`src/rtl/fp_argext_stream.sv`:
```
// -----------------------------------------------------------------------------
// fp_argext_stream
//
// Streaming arg-max / arg-min over a vector of sign-magnitude floats with a
// configurable exponent/mantissa split. One element is consumed per accepted
// beat. The running best is compared combinationally against each incoming
// element, and the final beat's compare result is written straight into the
// output registers. The result is presented one cycle after the last beat and
// held until the consumer accepts it.
//
// Ports
//   clk_i          clock, all state on the rising edge
//   rst_i          synchronous active-high reset
//   mode_i         0 = arg-max, 1 = arg-min (taken from the first beat only)
//   in_valid_i     input element valid
//   in_ready_o     unit can accept an element (high while accumulating)
//   in_data_i      element {sign, exp, man}
//   in_last_i      element is the final one of its vector
//   out_valid_o    result valid (high while holding a result)
//   out_ready_i    consumer accepts the result
//   out_data_o     extreme element, bit-exact, or canonical qNaN if all NaN
//   out_idx_o      0-based (wrapped) position of the extreme element
//   out_nan_o      at least one element of the vector was NaN
//   out_all_nan_o  every element of the vector was NaN
//   out_ovf_o      the element counter wrapped before the last beat
// -----------------------------------------------------------------------------
module fp_argext_stream #(
  parameter int EXP_BITS  = 5,
  parameter int MAN_BITS  = 10,
  parameter int IDX_WIDTH = 8
) (
  input  logic                               clk_i,
  input  logic                               rst_i,
  input  logic                               mode_i,
  input  logic                               in_valid_i,
  output logic                               in_ready_o,
  input  logic [1+EXP_BITS+MAN_BITS-1:0]     in_data_i,
  input  logic                               in_last_i,
  output logic                               out_valid_o,
  input  logic                               out_ready_i,
  output logic [1+EXP_BITS+MAN_BITS-1:0]     out_data_o,
  output logic [IDX_WIDTH-1:0]               out_idx_o,
  output logic                               out_nan_o,
  output logic                               out_all_nan_o,
  output logic                               out_ovf_o
);

  localparam int WIDTH = 1 + EXP_BITS + MAN_BITS;

  // Canonical quiet NaN: sign 0, exponent all ones, only the mantissa MSB set.
  localparam logic [WIDTH-1:0] QNAN =
    {1'b0, {EXP_BITS{1'b1}}, 1'b1, {(MAN_BITS-1){1'b0}}};

  typedef enum logic {
    ACCUM = 1'b0,
    HOLD  = 1'b1
  } state_e;

  // Strict "a > b" in sign-magnitude order for non-NaN operands. Both zeros
  // compare equal regardless of sign; infinities order by magnitude naturally.
  function automatic logic fp_gt(input logic [WIDTH-1:0] a,
                                 input logic [WIDTH-1:0] b);
    logic [WIDTH-2:0] mag_a;
    logic [WIDTH-2:0] mag_b;
    logic             gt;
    mag_a = a[WIDTH-2:0];
    mag_b = b[WIDTH-2:0];
    if (mag_a == '0 && mag_b == '0) begin
      gt = 1'b0;
    end else if (a[WIDTH-1] != b[WIDTH-1]) begin
      gt = ~a[WIDTH-1];
    end else if (a[WIDTH-1]) begin
      gt = (mag_a < mag_b);
    end else begin
      gt = (mag_a > mag_b);
    end
    return gt;
  endfunction

  // State registers
  state_e                state_q,        state_d;
  logic [IDX_WIDTH-1:0]  cnt_q,          cnt_d;
  logic                  have_best_q,    have_best_d;
  logic [WIDTH-1:0]      best_q,         best_d;
  logic [IDX_WIDTH-1:0]  best_idx_q,     best_idx_d;
  logic                  nan_seen_q,     nan_seen_d;
  logic                  ovf_q,          ovf_d;
  logic                  mode_q,         mode_d;
  logic [WIDTH-1:0]      out_data_q,     out_data_d;
  logic [IDX_WIDTH-1:0]  out_idx_q,      out_idx_d;
  logic                  out_nan_q,      out_nan_d;
  logic                  out_all_nan_q,  out_all_nan_d;
  logic                  out_ovf_q,      out_ovf_d;

  // Per-beat combinational compare
  logic                  accept;
  logic                  first_beat;
  logic                  mode_eff;
  logic                  is_nan;
  logic                  take;
  logic [WIDTH-1:0]      new_best;
  logic [IDX_WIDTH-1:0]  new_idx;
  logic                  new_have;
  logic                  new_nan;

  assign in_ready_o = (state_q == ACCUM);
  assign accept     = in_valid_i && in_ready_o;

  // A zero counter after a wrap is not a first beat, hence the ovf_q term.
  assign first_beat = (cnt_q == '0) && !ovf_q;
  assign mode_eff   = first_beat ? mode_i : mode_q;

  assign is_nan = (&in_data_i[WIDTH-2 -: EXP_BITS]) &&
                  (in_data_i[MAN_BITS-1:0] != '0);

  assign take = !is_nan &&
                (!have_best_q ||
                 (mode_eff ? fp_gt(best_q, in_data_i) : fp_gt(in_data_i, best_q)));

  assign new_best = take ? in_data_i : best_q;
  assign new_idx  = take ? cnt_q     : best_idx_q;
  assign new_have = have_best_q | !is_nan;
  assign new_nan  = nan_seen_q  | is_nan;

  // NOTE: every signal assigned here gets a default first so that no path
  // leaves it unassigned; otherwise synthesis would infer a latch.
  always_comb begin
    state_d       = state_q;
    cnt_d         = cnt_q;
    have_best_d   = have_best_q;
    best_d        = best_q;
    best_idx_d    = best_idx_q;
    nan_seen_d    = nan_seen_q;
    ovf_d         = ovf_q;
    mode_d        = mode_q;
    out_data_d    = out_data_q;
    out_idx_d     = out_idx_q;
    out_nan_d     = out_nan_q;
    out_all_nan_d = out_all_nan_q;
    out_ovf_d     = out_ovf_q;

    case (state_q)
      ACCUM: begin
        if (accept) begin
          if (in_last_i) begin
            // Final compare lands directly in the output registers; the
            // accumulator is cleared so the next vector starts fresh.
            out_data_d    = new_have ? new_best : QNAN;
            out_idx_d     = new_have ? new_idx  : '0;
            out_nan_d     = new_nan;
            out_all_nan_d = !new_have;
            out_ovf_d     = ovf_q;
            cnt_d         = '0;
            have_best_d   = 1'b0;
            nan_seen_d    = 1'b0;
            ovf_d         = 1'b0;
            state_d       = HOLD;
          end else begin
            best_d      = new_best;
            best_idx_d  = new_idx;
            have_best_d = new_have;
            nan_seen_d  = new_nan;
            mode_d      = mode_eff;
            cnt_d       = cnt_q + IDX_WIDTH'(1);
            // Counter rolls over on this beat and more elements follow.
            ovf_d       = ovf_q | (&cnt_q);
          end
        end
      end
      HOLD: begin
        if (out_ready_i) begin
          state_d     = ACCUM;
          cnt_d       = '0;
          have_best_d = 1'b0;
          nan_seen_d  = 1'b0;
          ovf_d       = 1'b0;
        end
      end
      default: state_d = ACCUM;
    endcase
  end

  // NOTE: sequential state uses non-blocking assignments so every flop samples
  // the pre-edge value of its inputs, independent of statement order.
  always_ff @(posedge clk_i) begin
    if (rst_i) begin
      state_q       <= ACCUM;
      cnt_q         <= '0;
      have_best_q   <= 1'b0;
      best_q        <= '0;
      best_idx_q    <= '0;
      nan_seen_q    <= 1'b0;
      ovf_q         <= 1'b0;
      mode_q        <= 1'b0;
      out_data_q    <= '0;
      out_idx_q     <= '0;
      out_nan_q     <= 1'b0;
      out_all_nan_q <= 1'b0;
      out_ovf_q     <= 1'b0;
    end else begin
      state_q       <= state_d;
      cnt_q         <= cnt_d;
      have_best_q   <= have_best_d;
      best_q        <= best_d;
      best_idx_q    <= best_idx_d;
      nan_seen_q    <= nan_seen_d;
      ovf_q         <= ovf_d;
      mode_q        <= mode_d;
      out_data_q    <= out_data_d;
      out_idx_q     <= out_idx_d;
      out_nan_q     <= out_nan_d;
      out_all_nan_q <= out_all_nan_d;
      out_ovf_q     <= out_ovf_d;
    end
  end

  assign out_valid_o   = (state_q == HOLD);
  assign out_data_o    = out_data_q;
  assign out_idx_o     = out_idx_q;
  assign out_nan_o     = out_nan_q;
  assign out_all_nan_o = out_all_nan_q;
  assign out_ovf_o     = out_ovf_q;

endmodule

```
`config.mk`:
```
export PLATFORM = sky130hd
export DESIGN_NAME = fp_argext_stream
export DESIGN_NICKNAME = d
export VERILOG_FILES = /design/src/rtl/fp_argext_stream.sv
export SDC_FILE = /design/constraint.sdc
export NUM_CORES = 1
export LEC_CHECK = 0
export CORE_MARGIN = 1.5
export CORE_UTILIZATION = 60
export DETAILED_ROUTE_END_ITERATION = 10
export DONT_BUFFER_PORTS = 1
export GPL_TIMING_DRIVEN = 0
export PLACE_DENSITY = 0.85
export SLEW_MARGIN = 10
export SYNTH_ARGS = -nofsm -noshare
export SYNTH_HDL_FRONTEND = slang
export SYNTH_SLANG_ARGS = --single-unit
```
`constraint.sdc`:
```
create_clock -name clk_i -period 2.7 [get_ports clk_i]
set_clock_uncertainty 0.05 [all_clocks]
set_input_delay 0.27 -clock clk_i [delete_from_list [all_inputs] [get_ports clk_i]]
set_output_delay 0.27 -clock clk_i [all_outputs]
set_load 0.02 [all_outputs]
```
==> results of run 1 <==
## final timing paths
| check | startpoint | endpoint | slack [ns] | cells after the start |
|---|---|---|---|---|
| hold / removal | in_data_i[8] | best_q[8]$_SDFFE_PP0P_ | 0.01 | 2 |
| hold reg to reg | best_idx_q[5]$_SDFFE_PP0P_ | best_idx_q[5]$_SDFFE_PP0P_ | 0.41 | 2 |
| setup / recovery | cnt_q[0]$_SDFFE_PP0P_ | best_idx_q[7]$_SDFFE_PP0P_ | 0.05 | 11 |
| setup reg to reg | cnt_q[0]$_SDFFE_PP0P_ | best_idx_q[7]$_SDFFE_PP0P_ | 0.05 | 11 |
## power by group through the flow
stage	Combinational (W)	Clock (W)	Sequential, W
final	0.000285	0.000951	0.00104
after global routing	0.000316	0.00101	0.00104
after CTS	0.000274	0.000959	0.00104
after detailed placement	0.000270	0	0.00106
after global placement	0.000259	0	0.00106
after floorplan	0.000211	0	0.00105
## state kept, by name, summed over array words and instances (netlist names)
signal         cells
out_nan_o          1
out_ovf_o          1
out_valid_o        1
out_data_o        16
have_best_q        1
out_all_nan_o      1
ovf_q              1
mode_q             1
out_idx_o          8
cnt_q              8
nan_seen_q         1
best_idx_q         8
best_q            16
## worst max-delay path, stage by stage (launching register included)
cell and delay, ns:
dfxtp_1 0.37, inv_1 0.11, ha_1 0.15, nor4b_4 0.30, nand2_1 0.11, mux2i_1 0.26
nand3_1 0.16, o21ai_2 0.25, and3_1 0.21, buf_6 0.14, buf_6 0.18, mux2i_2 0.25
## what timing repair did
item,in CTS,in global routing
setup endpoints to repair,19,49
setup buffers,0,1
resized for setup,4,13
pin swaps,0,2
## per-layer routing
metal	routed length (um)	share of wire, %	vias up	track usage [%]
li1	-	-	1451	-
met2	4180	47	128	49.8
met3	731	8.3	22	7.44
met5	0	0	-	0
met4	221	2.5	0	13.8
met1	3700	42	1470	37.1
## cells by family (layout without fill, tap and decap cells)
group,Yosys count,after routing,synth area share [%]
xor+xnor,8,8,2.06
compound gates,79,79,16.3
simple gates,165,165,24.0
fa+ha+maj,17,17,6.27
flops,64,64,37.7
mux,26,26,7.67
buf+inv,46,63,5.97
## area by class of cell
type                            instances  share of cell area [%]
Inverter                               22                    2.19
Timing Repair Buffer                    1                   0.199
Sequential cell                        64                    34.0
Buffer                                 24                    3.35
Multi-Input combinational cell        295                    51.7
Clock inverter                          4                    2.02
Clock buffer                           12                    4.12
Tap cell                               72                    2.39
## per-stage QoR
stage	worst slack, ns	total power (W)	area, um2	utilization, %
after CTS	0.0327	0.00227	3730	68.2
after detailed placement	-0.124	0.00133	3480	63.7
after floorplan	0.360	0.00126	3390	-
final	0.0543	0.00228	3770	68.9
after global placement	-0.108	0.00132	3480	63.7
after global routing	-0.0480	0.00237	3770	68.9
## layout by cell type (no fill, tap or decap), types with 2 or more instances in the layout
master and n:
a211oi_1 2, nand2b_1 2, a31oi_1 3, o221a_2 2
and3_1 6, nand2_1 76, nor4_4 2, a221o_1 3
or4_1 5, nor2_1 27, bufinv_16 2, o221a_1 2
clkbuf_2 4, dfxtp_1 63, ha_1 17, and2_1 16
xor2_1 7, nor3_1 4, nand3b_1 2, inv_1 21
o21ai_0 13, a21oi_1 29, clkbuf_8 11, a311o_1 15
clkbuf_1 16, buf_6 4, nand4_1 4, nand3_1 8
nand4b_1 2, or3_1 2, mux2i_1 25
==> summary.txt, run 1 <==
Place
  • Placed insts: 477
  • Final GP Congestion: 0.909
  • I/O Buffers: 0
  • DP HPWL: 6210 um

Logic synthesis
  • Synth top area share: 37.7%
  • Number of synthesized register bits: 64
  • Post-Synthesis Cells: 405
  • Commonest cells post-synth: nand2_1 (76), dfxtp_1 (64), a21oi_1 (29)
  • Netlist cell types: 47
  • Most frequent cell after synthesis: nand2_1
  • Seq/Total Area, Yosys: 37.7%
  • Post-synth ARST share: 0%
  • Syn_area_per_cell: 8.38 um2
  • Post-synth top flop: dfxtp_1
  • Area leader, netlist: dfxtp_1
  • Synth area leaders: dfxtp_1 (38%), nand2_1 (8.4%), mux2i_1 (7.7%)
  • Syn_nets: 444
  • Synthesized area: 0.00339 mm2
  • Number of enable flip-flop cells after synthesis: 0
  • Syn. warnings: 0

Power and ir drop
  • Comb power frac: 12.5%
  • Leak pwr: 1.42 nW
  • Cell Pwr Density: 603 mW/mm2
  • Flop pwr share: 45.7%
  • Pint: 0.00167 W
  • Clock power frac: 41.8%
  • Max IR drop VDD: 0.387 mV
  • Sw Share: 26.7%
  • Sw power: 0.000607 W

Global routing
  • Vias in the first global route: 2988
  • GR Util All Layers: 30.2%
  • Antenna violations before repair: 0
  • Largest net degree at the start of global routing: 12
  • GRT Residual Overflow: 0
  • First-pass GRT wire length: 14300 um

STA
  • Setup violations, final: 0
  • F_max: 0.378 GHz
  • Hold WS: 0.0120 ns
  • Fin crit share: 98.0%
  • RSZ-0062 raised after global routing: true
  • Worst slew pin tran: 0.720 ns
  • Setup_tns: 0 ns
  • Fin crit period: 2.65 ns
  • Worst rel slew slack: 51.8%
  • Final hold viol count: 0
  • Max Slew Vio Count: 0

Routing
  • Antenna-violating nets left: 0
  • Drt initial violations: 230
  • Drt first pass iters: 5
  • Vias/cell: 6.22
  • Routed len/inst: 17.9 um
  • Vias: 3071
  • DRC: 0
  • Routed WL: 8830 um

Setup path
  • Crit Path Class: reg -> reg
  • Critical path arrival: 2.85 ns
  • CP max FO: 10
  • Req. time, crit path: 2.91 ns
  • Crit. End Element: flop
  • Startpoint types: flop

Finish
  • Non-Filler Instances: 494
  • Area of the multi-input gates: 0.00195 mm2
  • Syn-to-layout area delta: 11.1%
  • Register area: 0.00128 mm2
  • Layout cells sized above 1: 9.95%
  • Final nets: 456
  • ANT cells: 0
  • Layout fillers: 455

Die
  • DIE AREA: 0.00612 mm2
  • Die extent in x: 78.2 um
  • Initial core utilization: 62.0%
  • Placeable Area: 0.00547 mm2
  • Row Count: 27
  • Die Y: 78.2 um
  • I/O pin total: 51

Run
  • Max-cap violations: 0

CTS
  • Clock Tree Buf Depth: 2
  • Num CTS Buffers: 9
  • Clock Root Buffer: clkbuf_8
  • CTS Sinks: 64
  • Cts hold-fix bufs: 0
  • Worst-path clk slew: 0.07 ns
  • CTS tree: yes
  • H-tree depth: 3
  • Later-pin clock latency in the skew report: 0.35 ns

Outcome
  • Outcome: complete, no violations

Hold path
  • Hold Crit Class: in -> reg
(Power assumes the default switching activity.)
==> run 2, diff against run 1 <==
--- a/config.mk
+++ b/config.mk
@@ -12,3 +12,4 @@
 export GPL_TIMING_DRIVEN = 0
-export PLACE_DENSITY = 0.85
+export HOLD_SLACK_MARGIN = 0.15
+export PLACE_DENSITY = 0.82
 export SLEW_MARGIN = 10
--- a/constraint.sdc
+++ b/constraint.sdc
@@ -4,2 +4,2 @@
 set_output_delay 0.27 -clock clk_i [all_outputs]
-set_load 0.02 [all_outputs]
+set_load 0.005 [all_outputs]
==> summary.txt, run 2 (same netlist as run 1, synthesis figures left out) <==
Outcome
  • Outcome: complete, no violations

Place
  • I/O Buffers: 0 (unchanged)
  • Area after DPL: 0.00348 mm2 (unchanged)
  • Final GP Congestion: 0.915 (+0.68%)
  • DP HPWL: 6240 um (+0.49%)

Power and ir drop
  • Max IR drop VDD: 0.363 mV (-6.2%)
  • Cell Pwr Density: 549 mW/mm2 (-9.1%)
  • Tot Pwr: 0.00215 W (-5.3%)
  • Leak pwr: 1.48 nW (+4.1%)

Routing
  • Drt initial violations: 247 (+7.4%)
  • DRC: 0 (unchanged)
  • Vias: 3115 (+1.4%)
  • Vias/cell: 6.12 (-1.6%)
  • Drt first pass iters: 4 (-1)
  • Antenna-violating nets left: 0 (unchanged)
  • Routed len/inst: 17.8 um (-0.61%)
  • Routed WL: 9050 um (+2.4%)

STA
  • Fin crit period: 2.65 ns (+0.00582 ns)
  • Max Slew Vio Count: 0 (unchanged)
  • Final hold viol count: 0 (unchanged)
  • Fin crit share: 98.2% (+0.22 points)
  • Worst rel slew slack: 58.1% (+6.4 points)
  • Worst slew pin tran: 0.625 ns (-0.0949 ns)
  • Setup violations, final: 0 (unchanged)
  • F_max: 0.377 GHz (-0.22%)
  • Setup_tns: 0 ns (unchanged)

Setup path
  • Startpoint types: flop
  • R2R Setup Slk: 0.05 ns (about the same)
  • Crit Path Class: reg -> reg
  • CP max FO: 10 (unchanged)
  • Crit. End Element: flop
  • Req. time, crit path: 2.88 ns (-0.03 ns)
  • Critical path arrival: 2.83 ns (-0.02 ns)

Finish
  • Most common cell after layout, fill and taps aside: nand2_1
  • Layout fillers: 439 (-3.5%)
  • ANT cells: 0 (unchanged)
  • Final nets: 475 (+4.2%)
  • Commonest cells after routing, fill and taps aside: nand2_1 (76), dfxtp_1 (63), a21oi_1 (29)
  • Area of the multi-input gates: 0.00196 mm2 (+0.45%)
  • Layout cells sized above 1: 8.24% (-1.7 points)
  • Syn-to-layout area delta: 15.6%
  • Fin area: 0.00393 mm2 (+4.1%)
  • Register area: 0.00128 mm2 (unchanged)
  • Utilization after layout: 71.7% (+2.8 points)

CTS
  • Clock Tree Buf Depth: 2 (unchanged)
  • H-tree depth: 3 (unchanged)
  • Num CTS Buffers: 9 (unchanged)
  • Later-pin clock latency in the skew report: 0.35 ns (about the same)
  • Worst-path clk slew: 0.06 ns (about the same)
  • CTS Sinks: 64 (unchanged)
  • Clock Root Buffer: clkbuf_8
  • CTS tree: yes

Global routing
  • Antenna violations before repair: 0 (unchanged)
  • GRT Residual Overflow: 0 (unchanged)
  • GR Util All Layers: 30.9% (+0.73 points)
  • Largest net degree at the start of global routing: 11 (-1)
  • First-pass GRT wire length: 14600 um (+2.2%)
  • Vias in the first global route: 3037 (+1.6%)

Run
  • Max-cap violations: 0 (unchanged)

Die
  • DIE AREA: 0.00612 mm2 (unchanged)
  • Row Count: 27 (unchanged)
  • Placeable Area: 0.00547 mm2 (unchanged)
  • Initial core utilization: 62.0% (unchanged)
  • Die Y: 78.2 um (unchanged)
  • Die extent in x: 78.2 um (unchanged)
  • I/O pin total: 51 (unchanged)

Hold path
  • Hold Crit Class: in -> reg
[run 2: cell count changes in the layout (fill, tap and decap cells not counted), sizes merged]
cell / change
clkinvlp: -1
dlygate4sd3: +19
clkinv: -1
bufinv: -1
buf: -1
[run 2: final timing paths]
kind	to	cells past startpoint	start
worst max register to register	out_idx_o[0]$_SDFFE_PP0P_	9	cnt_q[4]$_SDFFE_PP0P_
worst min register to register	best_idx_q[5]$_SDFFE_PP0P_	2	best_idx_q[5]$_SDFFE_PP0P_
worst max-delay path	out_idx_o[0]$_SDFFE_PP0P_	9	cnt_q[4]$_SDFFE_PP0P_
worst min-delay path	cnt_q[1]$_SDFFE_PP0P_	3	out_ready_i
[run 2: timing repair]
item	CTS	global route
hold endpoints to repair	34	0
setup endpoints to repair	23	39
pin swaps	0	3
hold buffers	19	0
resized for setup	5	10
buffers inserted	0	1
[run 2: report_power, final]
part	internal, W	total (W)	switching (W)	leakage, nW
sequential	0.000982	0.00102	0.0000363	0.521
combinational	0.000138	0.000320	0.000181	0.863
clock	0.000457	0.000815	0.000358	0.0932
total	0.00158	0.00215	0.000576	1.48
[run 2: through the flow]
step | cells | hold slack, ns | worst slack, ns
global route | 509 | 0.210 | -0.0121
detailed placement | 477 | 0.371 | -0.160
global placement | 477 | 0.363 | -0.109
finish | 509 | 0.174 | 0.0485
floorplan | 405 | 0.362 | 0.360
CTS | 508 | 0.171 | 0.0210
[run 2: per-layer routing]
metal | up-vias | global-route usage, % | part of all wire [%]
met2 | 114 | 52.1 | 48
met1 | 1498 | 38.9 | 43
met5 | - | 0 | 0
met3 | 21 | 5.70 | 6.7
met4 | 0 | 12.7 | 2.4
li1 | 1482 | - | -
[run 2: critical path, stage by stage (launching register included)]
cell and delay [ns]:
dfxtp_1 0.30, clkbuf_1 0.20, nor4_4 0.43, a22oi_1 0.15, nand3b_1 0.24, a41oi_2 0.30
o21a_2 0.26, nor2_4 0.09, buf_6 0.19, a221o_1 0.32
[run 2: final cells by class]
class,count,share of cell area (%)
Sequential cell,64,32.7
Timing Repair Buffer,20,5.04
Inverter,22,2.10
Clock buffer,11,3.86
Tap cell,72,2.30
Clock inverter,1,0.765
Buffer,24,3.38
Multi-Input combinational cell,295,49.9
==> run 3, diff against run 2 <==
- ABC_AREA: unset -> 1
- PLACE_DENSITY: 0.82 -> 0.76
==> summary.txt, run 3 <==
Die
  • Initial core utilization: 63.0% (+1.0 points)
  • Die extent in x: 79.8 um (+2.0%)
  • DIE AREA: 0.00636 mm2 (+4.0%)
  • Placeable Area: 0.00561 mm2 (+2.5%)
  • I/O pin total: 51 (unchanged)
  • Die Y: 79.8 um (+2.0%)
  • Row Count: 27 (unchanged)

Routing
  • Drt first pass iters: 4 (unchanged)
  • Antenna-violating nets left: 0 (unchanged)
  • Vias/cell: 5.22 (-15%)
  • DRC: 0 (unchanged)
  • Routed len/inst: 12.8 um (-28%)
  • Routed WL: 7900 um (-13%)
  • Drt initial violations: 150 (-39%)
  • Vias: 3218 (+3.3%)

Logic synthesis
  • Post-synth top flop: dfxtp_1
  • Syn. warnings: 0 (unchanged)
  • Netlist cell types: 31 (-34%)
  • Synth area leaders: dfxtp_1 (36%), nand2_1 (17%), inv_1 (8.5%)
  • Most frequent cell after synthesis: nand2_1
  • Synth top area share: 36.2% (-1.5 points)
  • Syn_area_per_cell: 6.81 um2 (-19%)
  • Post-Synthesis Cells: 519 (+28%)
  • Area leader, netlist: dfxtp_1
  • Seq/Total Area, Yosys: 36.2% (-1.5 points)
  • Number of synthesized register bits: 64 (unchanged)
  • Syn_nets: 558 (+26%)
  • Post-synth ARST share: 0% (unchanged)
  • Synthesized area: 0.00353 mm2 (+4.1%)
  • Commonest cells post-synth: nand2_1 (159), inv_1 (80), dfxtp_1 (64)
  • Number of enable flip-flop cells after synthesis: 0 (unchanged)

Finish
  • ANT cells: 0 (unchanged)
  • Utilization after layout: 69.8% (-2.0 points)
  • Final nets: 578 (+22%)
  • Layout cells sized above 1: 11.6% (+3.3 points)
  • Commonest cells after routing, fill and taps aside: nand2_1 (159), inv_1 (80), dfxtp_1 (64)
  • Syn-to-layout area delta: 10.7%
  • Most common cell after layout, fill and taps aside: nand2_1

Setup path
  • Crit Path Class: reg -> reg
  • Reg2reg start: best_q[14]$_SDFFE_PP0P_
  • Crit. End Element: flop
  • CP max FO: 10 (unchanged)
  • Critical path arrival: 2.60 ns (-0.23 ns)
  • Req. time, crit path: 2.89 ns (about the same)
  • Crit path from: best_q[14]$_SDFFE_PP0P_
  • Startpoint types: flop

Place
  • I/O Buffers: 0 (unchanged)
  • DP HPWL: 5670 um (-9.2%)
  • Final GP Congestion: 0.947 (+3.5%)
  • Placement Setup Slack: 0.329 ns (+0.489 ns)

CTS
  • Clock Root Buffer: clkbuf_8
  • H-tree depth: 3 (unchanged)
  • CTS tree: yes
  • Clock Tree Buf Depth: 2 (unchanged)
  • Worst-path clk slew: 0.07 ns (about the same)
  • Later-pin clock latency in the skew report: 0.35 ns (about the same)
  • Num CTS Buffers: 9 (unchanged)
  • Resized cells post-CTS: 0 (-5)
  • CTS Sinks: 64 (unchanged)

Power and ir drop
  • Flop pwr share: 46.2% (-1.1 points)
  • Leak pwr: 2.05 nW (+39%)
  • Sw power: 0.000647 W (+12%)
  • Clock power frac: 37.2% (-0.6 points)
  • Sw Share: 29.0% (+2.3 points)
  • Cell Pwr Density: 570 mW/mm2 (+4.0%)
  • Comb power frac: 16.6% (+1.8 points)
  • Max IR drop VDD: 0.375 mV (+3.2%)
  • Pint: 0.00158 W (+0.44%)

Hold path
  • Hold Crit Class: in -> reg
  • Hold path startpoint: in_data_i[0]

Global routing
  • GR Util All Layers: 26.4% (-4.6 points)
  • First-pass GRT wire length: 13000 um (-11%)
  • GRT Residual Overflow: 0 (unchanged)
  • Largest net degree at the start of global routing: 12 (+1)
  • Antenna violations before repair: 0 (unchanged)
  • Vias in the first global route: 3024 (-0.43%)

Outcome
  • Outcome: complete, no violations

STA
  • F_max: 0.416 GHz (+10%)
  • Worst rel slew slack: 61.0% (+2.8 points)
  • Fin crit share: 89.1% (-9.1 points)
  • Fin crit period: 2.41 ns (-0.246 ns)
  • Final hold viol count: 0 (unchanged)
  • Worst setup slack after layout: 0.295 ns (+0.246 ns)
  • Setup_tns: 0 ns (unchanged)
  • Max Slew Vio Count: 0 (unchanged)
  • RSZ-0062 raised after global routing: false
  • Setup violations, final: 0 (unchanged)
  • Worst slew pin tran: 0.583 ns (-0.0421 ns)

Run
  • Max-cap violations: 0 (unchanged)
## run 3: changes by cell type after synthesis, sizes merged, moves of 6 or more
| cell | delta |
|---|---|
| nand2 | +107 |
| buf | +7 |
| inv | +62 |
| clkbuf | -15 |
| o21a | +13 |
| and3 | -6 |
| nor2 | -8 |
| or4 | -6 |
| o21ai | -8 |
| a311o | -15 |
| nand3 | +49 |
| and2 | -16 |
| mux2i | -26 |
| xor2 | -7 |
## run 3: worst paths after layout
path / cells after the start / to / slack (ns)
setup / recovery: 20 / out_data_o[9]$_SDFFE_PP0P_ / 0.29
hold / removal: 4 / best_q[0]$_SDFFE_PP0P_ / 0.15
setup reg to reg: 20 / out_data_o[9]$_SDFFE_PP0P_ / 0.29
hold reg to reg: 2 / nan_seen_q$_SDFFE_PP0P_ / 0.40
## run 3: final cells by class
class | count | area [um2]
Sequential cell | 64 | 1280
Clock buffer | 11 | 141
Fill cell | 506 | 1700
Clock inverter | 5 | 56.3
Tap cell | 72 | 90.1
Timing Repair Buffer | 9 | 90.1
Buffer | 16 | 100
Inverter | 86 | 323
Multi-Input combinational cell | 353 | 1830
## run 3: metal layers
metal  global-route usage [%]  wire length (um)
met2                     43.3              3560
met1                     33.1              3780
met4                     13.3               156
met5                        0                 0
met3                     4.69               406
## run 3: cell families after synthesis
group           after synthesis  synth area share (%)
compound gates               57                  9.45
simple gates                279                  36.3
buf+inv                     102                  12.0
fa+ha+maj                    17                  6.02
flops                        64                  36.2
## run 3: what timing repair did
item	in CTS	in global routing
hold endpoints to repair	15	0
buffers inserted	0	0
hold buffers	9	0
## run 3: worst max-delay path: stages (launching register included)
cell and delay (ns):
dfxtp_1 0.34, inv_1 0.08, ha_1 0.30, nand2_1 0.08, nor2_2 0.13, inv_1 0.06, nor2_2 0.12, nand2_1 0.07
nand2_2 0.08, nand2_1 0.07, nand2_1 0.07, nand2_1 0.05, nand2_1 0.07, nand2_2 0.06, nand2_4 0.11, nand2_4 0.09
buf_6 0.17, nand2_2 0.07, nand3_1 0.09, nand2_1 0.09, inv_1 0.03
## run 3: per-stage QoR
| stage | cell area [um2] | hold WS, ns | power (W) | instances |
|---|---|---|---|---|
| after detailed placement | 3620 | 0.393 | 0.00141 | 591 |
| final | 3910 | 0.148 | 0.00223 | 616 |
| after floorplan | 3530 | 0.377 | 0.00133 | 519 |
| after global routing | 3910 | 0.192 | 0.00233 | 616 |
| after global placement | 3620 | 0.385 | 0.00139 | 591 |
| after CTS | 3910 | 0.155 | 0.00224 | 616 |
## run 3: power by group through the flow
stage / registers (W) / clock network (W) / logic, W
floorplan: 0.00104 / 0 / 0.000287
global placement: 0.00105 / 0 / 0.000344
detailed placement: 0.00105 / 0 / 0.000354
CTS: 0.00103 / 0.000838 / 0.000368
global route: 0.00104 / 0.000878 / 0.000418
finish: 0.00103 / 0.000830 / 0.000371
